File: config.mk
export PLATFORM = sky130hd
export DESIGN_NAME = gpr_rd_arb
export DESIGN_NICKNAME = d
export VERILOG_FILES = /design/src/rtl/gpr_rd_arb.sv
export SDC_FILE = /design/constraint.sdc
export NUM_CORES = 1
export LEC_CHECK = 0
export CORE_ASPECT_RATIO = 2
export CORE_MARGIN = 1.5
export CORE_UTILIZATION = 36
export CTS_BUF_LIST = sky130_fd_sc_hd__clkbuf_8
export DETAILED_ROUTE_END_ITERATION = 8
export GPL_TIMING_DRIVEN = 0
export PLACE_DENSITY = 0.93
export SETUP_SLACK_MARGIN = 0.3
export SKIP_LAST_GASP = 1
export SYNTH_ARGS = -nofsm -noshare
export SYNTH_HDL_FRONTEND = slang
export SYNTH_SLANG_ARGS = --single-unit
File: constraint.sdc
create_clock -name clk -period 2.9 [get_ports clk]
set_input_delay 0.58 -clock clk [delete_from_list [all_inputs] [get_ports clk]]
set_output_delay 0.58 -clock clk [all_outputs]
set_load 0.005 [all_outputs]
File: src/rtl/gpr_rd_arb.sv
// -----------------------------------------------------------------------------
// gpr_rd_arb
//
// Arbitrates a debug read of the general-purpose register file against the two
// ID-stage read ports. A debug read borrows whichever regfile port the ID stage
// is not using (port 2 preferred). If both ports stay busy for STARVE_LIMIT
// waiting cycles, the block raises a one-cycle pipeline stall and takes port 2
// by force. The result is registered and acknowledged one cycle after the grant.
//
// Ports
//   clk, rst                 single clock, synchronous active-high reset
//   id_re1/2, id_raddr1/2    ID-stage read requests
//   id_rdata1/2              read data returned to ID (0 when not serviced)
//   dbg_req, dbg_addr        debug read request (level, held until dbg_ack)
//   dbg_ack, dbg_data        one-cycle acknowledge with registered read data
//   rf_re1/2, rf_raddr1/2    regfile read enables/addresses
//   rf_rdata1/2              regfile read data (combinational, same cycle)
//   stallreq_o               stall request to the pipeline controller
// -----------------------------------------------------------------------------
module gpr_rd_arb #(
    parameter int unsigned STARVE_LIMIT = 4  // legal range 1..7
) (
    input  logic        clk,
    input  logic        rst,
    input  logic        id_re1,
    input  logic [4:0]  id_raddr1,
    input  logic        id_re2,
    input  logic [4:0]  id_raddr2,
    output logic [31:0] id_rdata1,
    output logic [31:0] id_rdata2,
    input  logic        dbg_req,
    input  logic [4:0]  dbg_addr,
    output logic        dbg_ack,
    output logic [31:0] dbg_data,
    output logic        rf_re1,
    output logic        rf_re2,
    output logic [4:0]  rf_raddr1,
    output logic [4:0]  rf_raddr2,
    input  logic [31:0] rf_rdata1,
    input  logic [31:0] rf_rdata2,
    output logic        stallreq_o
);

    typedef enum logic [1:0] {
        ST_IDLE  = 2'd0,
        ST_WAIT  = 2'd1,
        ST_FORCE = 2'd2,
        ST_ACK   = 2'd3
    } state_e;

    localparam logic [2:0] LIMIT = 3'(STARVE_LIMIT);

    state_e      state_q, state_d;
    logic [2:0]  cnt_q, cnt_d;
    logic [31:0] dbg_data_q, dbg_data_d;

    logic can_grant;
    logic grant1;
    logic grant2;

    // A request may take a free port only from IDLE or WAIT; ACK never grants,
    // which is what limits throughput to one debug read per two cycles.
    // FORCE takes port 2 regardless of what ID is doing.
    always_comb begin
        can_grant = (state_q == ST_IDLE || state_q == ST_WAIT) && dbg_req;
        grant2    = !rst && ((can_grant && !id_re2) || state_q == ST_FORCE);
        grant1    = !rst && can_grant && id_re2 && !id_re1;
    end

    // NOTE: every signal driven here gets a default first, so no path through
    // the case statement can leave one unassigned and infer a latch.
    always_comb begin
        state_d    = state_q;
        cnt_d      = cnt_q;
        dbg_data_d = dbg_data_q;

        if (grant2) begin
            dbg_data_d = rf_rdata2;
        end else if (grant1) begin
            dbg_data_d = rf_rdata1;
        end

        unique case (state_q)
            ST_IDLE: begin
                if (grant1 || grant2) begin
                    state_d = ST_ACK;
                    cnt_d   = 3'd0;
                end else if (dbg_req) begin
                    state_d = ST_WAIT;
                    cnt_d   = 3'd1;
                end
            end
            ST_WAIT: begin
                if (!dbg_req) begin
                    state_d = ST_IDLE;
                    cnt_d   = 3'd0;
                end else if (grant1 || grant2) begin
                    state_d = ST_ACK;
                    cnt_d   = 3'd0;
                end else if (cnt_q < LIMIT) begin
                    cnt_d = cnt_q + 3'd1;
                end else begin
                    state_d = ST_FORCE;
                end
            end
            ST_FORCE: begin
                state_d = ST_ACK;
                cnt_d   = 3'd0;
            end
            ST_ACK: begin
                state_d = ST_IDLE;
            end
            default: begin
                state_d = ST_IDLE;
                cnt_d   = 3'd0;
            end
        endcase
    end

    // Reset wins over any grant, so a transaction in flight is dropped and the
    // reset edge never captures read data.
    // NOTE: state registers use non-blocking assignments so every flop samples
    // the pre-edge values of the others, independent of block ordering.
    always_ff @(posedge clk) begin
        if (rst) begin
            state_q    <= ST_IDLE;
            cnt_q      <= 3'd0;
            dbg_data_q <= 32'h0;
        end else begin
            state_q    <= state_d;
            cnt_q      <= cnt_d;
            dbg_data_q <= dbg_data_d;
        end
    end

    // Regfile port muxing and ID return data. Grants already include !rst.
    always_comb begin
        rf_re1    = 1'b0;
        rf_re2    = 1'b0;
        rf_raddr1 = 5'd0;
        rf_raddr2 = 5'd0;
        id_rdata1 = 32'h0;
        id_rdata2 = 32'h0;

        if (!rst) begin
            if (grant1) begin
                rf_re1    = 1'b1;
                rf_raddr1 = dbg_addr;
            end else if (id_re1) begin
                rf_re1    = 1'b1;
                rf_raddr1 = id_raddr1;
                id_rdata1 = rf_rdata1;
            end

            if (grant2) begin
                rf_re2    = 1'b1;
                rf_raddr2 = dbg_addr;
            end else if (id_re2) begin
                rf_re2    = 1'b1;
                rf_raddr2 = id_raddr2;
                id_rdata2 = rf_rdata2;
            end
        end
    end

    assign dbg_ack    = !rst && (state_q == ST_ACK);
    assign stallreq_o = !rst && (state_q == ST_FORCE);
    assign dbg_data   = dbg_data_q;

endmodule

==> flow_summary.toml, run 1 <==
[outcome]
outcome = "completed"

[flow_run]
drv_cap = 0

[die]
die_x_um = 63.4
core_sq_um = 6990
pin_count = 194
dieArea_sq_um = 7860
initial_core_util_pct = 37.6
placementRows = 43
die_h_um = 124

[clock_network]
postCtsHoldBufs = 0
clock-root-buffer = "clkbuf_8"
cts_sinks = 37
clk_path_buf_depth = 2
cts_buffers = 5
clock_latency_ns = 0.29
cts_tree = "built"
clkTransAtPathRegs_ns = 0.08
htreeDepth = 2

[yosys]
synth_cell_types = 35
synth_area_sq_um = 2630
synth_top_area_cell = "dfxtp_1"
synth-edff-count = 0
async_flop_share_pct = 0
syn_area_per_cell_sq_um = 7.80
synth_fp_nets = 428
netlist_instances = 337
yosys_register_bits = 37
synth_ff_type = "dfxtp_1"
ys_seq_area_share_pct = 28.2
synth_top_area_share_pct = 28.2
synthTopCellsByArea = "dfxtp_1, a311oi_2, and2_1"
ys_top_cells_by_count = "nand2_1, and2_1, nor2_1"
post-synth-top-count-cell = "nand2_1"
yosys_warnings = 0

[sta]
rsz0062_at_grt = "yes"
relSlewSlack_pct = 49.6
worstMarginPinSlew_ns = 0.756
finalCritPeriodShare_pct = 88.6
worst_slack_ns = 0.332
finalSetupViolCount = 0
max_freq_ghz = 0.389
hold_viol = 0
maxSlewViolCount = 0
finalClockSkew_ns = 0.00891
whs_ns = 0.503
fin_crit_ns = 2.57

[critical_path]
critPathLaunchType = "input port"
critPathRequiredTime_ns = 2.32
rr_endpoint = "dbg_data[28]"
critPathArrivalTime_ns = 1.99
crit_type = "in2out"
cp_max_fo = 10
worstSetupEndpointType = "output pin"
r2r_cells = 10
reg2reg_slack_ns = 0.93
reg2reg_from = "state_q[0]"

[grt]
gr-usage-met3_pct = 4.97
grt_pass1_wl_um = 16800
antenna_found_initial = 0
grt_use_met1_pct = 27.0
grt_max_degree = 12
grt_pass1_vias = 3437
grt_usage_pct = 27.1
grt_overflow = 0
busiest_layer = "met2"
globalRouteMet2Util_pct = 53.4

[worst_hold_path]
hp-class = "reg2reg"
hold_depth = 2
min_to = "dbg_data[8]"
min-delay-start = "dbg_data[8]"

[detailed_routing]
wl_um = 10900
via_per_inst = 5.27
drt_iter0_drc = 134
drtPass1Iterations = 5
drc_errors = 0
post_drt_wl_per_cell_um = 17.2
ant_nets = 0
vias = 3348

[final_layout]
area_growth_syn_to_layout_pct = 88.5
drive_gt1_share_pct = 16.3
finalCoreUtilization_pct = 70.9
diodes = 0
nets = 635

[place]
place_congestion = 0.887
dpl.hpwl_um = 8200
dp_slack_ns = -0.623
port_buffers = 192

[power]
leakage_nw = 1.89
vdd_drop_max_v = 0.000298
pwr_density_cell_nw_per_um2 = 550
[logic make-up (layout without fill, tap and decap cells)]
group                    after synthesis  count (layout)  share of synthesized area [%]
adder cells (fa/ha/maj)                7               7                           3.33
buffers and inverters                 34             242                           6.33
flip-flops                            37              37                           28.2
AND/OR/NAND/NOR                      196             196                           36.9
AO/OA/AOI/OAI                         63              63                           25.3
[area by class of cell]
cell class | count | area, sq um
timing repair buffer | 200 | 1960
buffer | 27 | 235
clock buffer | 5 | 68.8
clock inverter | 3 | 13.8
tap | 90 | 113
inverter | 7 | 28.8
sequential | 37 | 748
multi-input combinational | 266 | 1790
fill | 553 | 2040
[worst max path at each step]
stage	from	end	slack [ns]	cells after the start
finish	dbg_req	rf_raddr1[1]	0.33	6
global route	dbg_req	rf_raddr1[4]	0.24	6
CTS	id_re1	id_rdata1[11]	0.29	6
detailed placement	id_re1	id_rdata1[11]	-0.62	6
global placement	id_re1	id_rdata1[10]	-0.61	6
floorplan	state_q[0]	rf_raddr2[4]	0.66	8
[what timing repair did]
item | 4_1_cts | 5_1_grt
resized for setup | 59 | 26
pin swaps | 2 | 1
buffers inserted | 7 | 1
setup endpoints to repair | 76 | 65
[metrics by stage]
| stage | cells | setup TNS [ns] | power (mW) | cell area [sq um] |
|---|---|---|---|---|
| after CTS | 634 | 0 | 2.68 | 4940 |
| after detailed placement | 619 | -27.16 | 2.17 | 4660 |
| after floorplan | 337 | 0 | 1.45 | 2630 |
| after global placement | 619 | -26.91 | 2.12 | 4660 |
| final | 635 | 0 | 2.72 | 4960 |
| after global routing | 635 | 0 | 2.89 | 4960 |
[cell usage in the layout (no fill, tap or decap), drive strengths merged, types with 8 or more instances in the layout]
cell	count
buf	29
o21ai	13
a311oi	32
and2	65
nor2	38
dfxtp	37
clkdlybuf4s50	180
nand2	74
a21oi	8
clkbuf	18
inv	8
[per-layer routing]
layer	routed length, um	vias to the layer above
li1	-	1564
met1	3850	1590
met2	6060	165
met3	650	29
met4	326	0
met5	0	-
[worst max-delay path, cell delays in order]
cell	delay, ns
clkdlybuf4s15_1	0.31
o21a_4	0.22
nand3b_4	0.08
buf_4	0.17
o21ai_1	0.12
clkdlybuf4s50_1	0.50
[state kept, by name, indices dropped and copies added (netlist names)]
| signal | flops |
|---|---|
| dbg_data | 32 |
| state_q | 2 |
| cnt_q | 3 |
[report_power, final]
part / switching [mW] / internal [mW] / total (mW)
Combinational: 0.738 / 0.888 / 1.63
Clock: 0.191 / 0.163 / 0.355
Sequential: 0.0893 / 0.654 / 0.744
Total: 1.02 / 1.71 / 2.72
Note: power is estimated with default switching activity, not from simulation.
==> inputs of run 2 (changes only) <==
==> constraint.sdc (replaced) <==
create_clock -name clk -period 2.6 [get_ports clk]
set_input_delay 0.52 -clock clk [delete_from_list [all_inputs] [get_ports clk]]
set_output_delay 0.52 -clock clk [all_outputs]
set_load 0.005 [all_outputs]
==> flow_summary.toml, run 2 (synthesis results as in run 1) <==
[outcome]
outcome = "completed"

[final_layout]
nets = 646
num-fill-cells = 510
drive_gt1_share_pct = 20.1
area_growth_syn_to_layout_pct = 95.8
largest_reg_flops = 32
final_cell_mix = "clkdlybuf4s50_1, nand2_1, and2_1, nor2_1, dfxtp_1"
diodes = 0
final_common_cell = "clkdlybuf4s50_1"

[critical_path]
crit_type = "in2out"
critPathRequiredTime_ns = 2.08
worstSetupEndpointType = "output pin"
cp-startpoint = "id_re2"
cp_max_fo = 10
reg2reg_from = "state_q[0]"
r2r_cells = 10
rr_endpoint = "dbg_data[28]"
reg2reg_slack_ns = 0.60
endpoint = "rf_raddr1[4]"
critPathLaunchType = "input port"
critPathArrivalTime_ns = 2.01

[sta]
maxSlewViolCount = 0
finalCritPeriodShare_pct = 97.4
relSlewSlack_pct = 49.6
rsz0062_at_grt = "yes"
finalClockSkew_ns = 0.00888
whs_ns = 0.512
max_freq_ghz = 0.395
hold_viol = 0
worst_slack_ns = 0.0666
finalSetupViolCount = 0
fin_crit_ns = 2.53
worstMarginPinSlew_ns = 0.755

[clock_network]
clkTransAtPathRegs_ns = 0.08
cts_tree = "built"
cts_buffers = 5
clock-root-buffer = "clkbuf_8"
htreeDepth = 2
clk_path_buf_depth = 2
clock_latency_ns = 0.29
cts_sinks = 37

[grt]
grt_usage_pct = 27.7
grt_overflow = 0
antenna_found_initial = 0
grt_pass1_vias = 3481
grt_max_degree = 12
grt_pass1_wl_um = 17100

[place]
dpl.hpwl_um = 8200
place_congestion = 0.887
port_buffers = 192
dp_slack_ns = -0.803

[die]
core_sq_um = 6990
dieArea_sq_um = 7860
die_h_um = 124
pin_count = 194
die_x_um = 63.4
initial_core_util_pct = 37.6
placementRows = 43

[detailed_routing]
ant_nets = 0
via_per_inst = 5.37
drc_errors = 0
wl_um = 11700
drtPass1Iterations = 4
post_drt_wl_per_cell_um = 18.2
drt_iter0_drc = 163
vias = 3468

[power]
pwr_density_cell_nw_per_um2 = 627
p_total_mw = 3.23
vdd_drop_max_v = 0.000320
leakage_nw = 2.10

[flow_run]
drv_cap = 0

[worst_hold_path]
min-delay-start = "dbg_data[9]"
hp-class = "reg2reg"
run 2: critical path, stage by stage:
cell	delay, ns
buf_2	0.18
nor2b_2	0.20
buf_4	0.19
nand3b_4	0.10
buf_6	0.15
o21ai_1	0.15
clkdlybuf4s50_1	0.52
run 2: what timing repair did:
| item | in CTS | in global routing |
|---|---|---|
| gates cloned | 1 | 0 |
| hold buffers | 0 | 0 |
| pin swaps | 7 | 5 |
| setup endpoints to repair | 78 | 70 |
| gates resized for setup | 104 | 26 |
| setup buffers | 15 | 3 |
run 2: area by class of cell:
class / instances / area, sq um / share of cell area [%]
Clock buffer: 5 / 68.8 / 1.34
Timing Repair Buffer: 211 / 2070 / 40.2
Inverter: 7 / 33.8 / 0.656
Clock inverter: 3 / 13.8 / 0.267
Multi-Input combinational cell: 266 / 1840 / 35.7
Buffer: 27 / 263 / 5.10
Sequential cell: 37 / 748 / 14.5
Tap cell: 90 / 113 / 2.19
run 2: worst min path at each step:
stage / endpoint / slack [ns] / depth (start not counted)
final: dbg_data[9] / 0.51 / 2
after global routing: cnt_q[1] / 0.53 / 2
after CTS: dbg_data[8] / 0.50 / 2
after detailed placement: dbg_data[9] / 0.49 / 2
after global placement: dbg_data[9] / 0.47 / 2
after floorplan: cnt_q[1] / 0.47 / 2
run 2: stage by stage:
stage                     cells  utilization, %  TNS (ns)  cell area (sq um)
after floorplan             337               -         0               2630
after global placement      619            66.7    -40.37               4660
after detailed placement    619            66.7    -40.61               4660
after CTS                   643            72.3         0               5050
after global routing        646            73.6         0               5150
final                       646            73.6         0               5150
run 2: report_power, final:
part	switching [mW]	total (mW)	internal, mW
clock	0.220	0.402	0.182
combinational	0.886	1.99	1.10
sequential	0.110	0.840	0.730
run 2: routing by layer:
metal	GRT usage [%]	share of wire, %	up-vias
met1	27.5	34	1654
li1	-	-	1584
met5	0	0	-
met4	12.4	4.3	0
met2	53.9	55	195
met3	5.60	6.4	35
==> inputs of run 3 (changes only) <==
--- a/config.mk
+++ b/config.mk
@@ -12,7 +12,7 @@
 export DETAILED_ROUTE_END_ITERATION = 8
 export GPL_TIMING_DRIVEN = 0
 export PLACE_DENSITY = 0.93
-export SETUP_SLACK_MARGIN = 0.3
+export SETUP_SLACK_MARGIN = 0.1
 export SKIP_LAST_GASP = 1
 export SYNTH_ARGS = -nofsm -noshare
 export SYNTH_HDL_FRONTEND = slang
==> flow_summary.toml, run 3 (synthesis results as in run 1) <==
[sta]
finalCritPeriodShare_pct = 97.8
rsz0062_at_grt = "yes"
worst_slack_ns = 0.0583
whs_ns = 0.508
maxSlewViolCount = 0
worstMarginPinSlew_ns = 0.744
finalClockSkew_ns = 0.00972
relSlewSlack_pct = 50.4
max_freq_ghz = 0.393
fin_crit_ns = 2.54
finalSetupViolCount = 0
hold_viol = 0

[clock_network]
cts_tree = "built"
clkTransAtPathRegs_ns = 0.08
postCtsHoldBufs = 0
clock-root-buffer = "clkbuf_8"
clk_path_buf_depth = 2
clock_latency_ns = 0.29
htreeDepth = 2
cts_buffers = 5
cts_sinks = 37

[final_layout]
drive_gt1_share_pct = 16.5
post-route-cell-area_sq_um = 4980
nets = 636
diodes = 0
final_common_cell = "clkdlybuf4s50_1"
area_growth_syn_to_layout_pct = 89.4
finalCoreUtilization_pct = 71.2
largest_reg_flops = 32
fin_cells = 636
final_cell_mix = "clkdlybuf4s50_1, nand2_1, and2_1, nor2_1, dfxtp_1"

[flow_run]
drv_cap = 0

[critical_path]
critPathRequiredTime_ns = 2.08
rr_endpoint = "dbg_data[31]"
worstSetupEndpointType = "output pin"
crit_type = "reg2out"
r2r_cells = 8
reg2reg_from = "state_q[0]"
critPathArrivalTime_ns = 2.02
critPathLaunchType = "flop"
cp_max_fo = 10
reg2reg_slack_ns = 0.58

[grt]
grt_pass1_wl_um = 17100
grt_max_degree = 12
grt_pass1_vias = 3520
grt_overflow = 0
grt_usage_pct = 27.6
antenna_found_initial = 0

[detailed_routing]
drtPass1Iterations = 4
wl_um = 11200
drt_iter0_drc = 181
vias = 3343
via_per_inst = 5.26
ant_nets = 0
post_drt_wl_per_cell_um = 17.6
drc_errors = 0

[power]
p_sw_share_pct = 37.6
intPower_mw = 1.91
leakage_nw = 1.95
clkPwrFrac_pct = 13.0
combPwrFrac_pct = 59.9
p_switching_mw = 1.15
vdd_drop_max_v = 0.000357
pwr_density_cell_nw_per_um2 = 615
seq_power_share_pct = 27.1

[place]
dp_slack_ns = -0.803
dpl.hpwl_um = 8200
place_congestion = 0.887
placed_cell_area_sq_um = 4660
placed_cells = 619
port_buffers = 192

[die]
die_h_um = 124
pin_count = 194
dieArea_sq_um = 7860
initial_core_util_pct = 37.6
placementRows = 43
die_x_um = 63.4
core_sq_um = 6990

[worst_hold_path]
min-delay-start = "dbg_data[9]"
hp-class = "reg2reg"
hold_depth = 2
min_to = "dbg_data[9]"

[outcome]
outcome = "completed"
==> run 3: changes by cell type in the layout (fill, tap and decap cells not counted), sizes merged <==
cell,delta
dlymetal6s2s,-3
clkdlybuf4s50,+8
clkdlybuf4s15,-1
buf,-17
clkbuf,+6
dlygate4sd2,-3
==> run 3: metal layers <==
metal  track usage (%)  part of all wire (%)  vias up
met4              12.8                   3.0        0
li1                  -                     -     1560
met2              54.1                    56      170
met3              5.69                   6.1       30
met1              27.1                    35     1583
met5                 0                     0        -
==> run 3: power by group through the flow <==
stage          sequential (mW)  combinational, mW  clock, mW
6_report                 0.831               1.83      0.398
5_1_grt                  0.844               1.97      0.432
4_1_cts                  0.825               1.80      0.408
3_5_place_dp             0.824               1.60          0
3_3_place_gp             0.816               1.55          0
2_1_floorplan            0.823              0.798          0
==> run 3: stage by stage <==
step                power (mW)  TNS, ns
floorplan                 1.62        0
global placement          2.37   -40.37
detailed placement        2.42   -40.61
CTS                       3.03        0
global route              3.24  -0.0615
finish                    3.06        0
==> run 3: final cells by class <==
cell class / count / area [sq um]
plain buffers: 27 / 238
clock buffers: 5 / 68.8
clock inverters: 3 / 13.8
fillers: 540 / 2010
inverters: 7 / 31.3
multi-input cells: 266 / 1790
flip-flops and latches: 37 / 748
well taps: 90 / 113
repair buffers: 201 / 1980
==> run 3: worst max-delay path, stage by stage (launching register included) <==
cell and delay (ns):
dfxtp_4 0.36, buf_4 0.16, ha_4 0.18, nor2_4 0.20
clkbuf_8 0.20, and2_1 0.13, clkdlybuf4s50_1 0.51
==> run 3: worst max path at each step <==
stage | cells after the start | to | startpoint
final | 6 | id_rdata2[18] | state_q[1]
after global routing | 6 | id_rdata2[7] | state_q[1]
after floorplan | 8 | rf_raddr2[4] | state_q[0]
after global placement | 6 | id_rdata1[10] | id_re1
after detailed placement | 6 | id_rdata1[11] | id_re1
after CTS | 6 | id_rdata2[21] | state_q[1]
==> run 3: repair_timing <==
action / in CTS / in global routing
endpoints found under the setup margin: 76 / 61
resized for setup: 63 / 24
setup buffers: 7 / 2
endpoints found under the hold margin: 0 / 0
pin swaps: 3 / 2
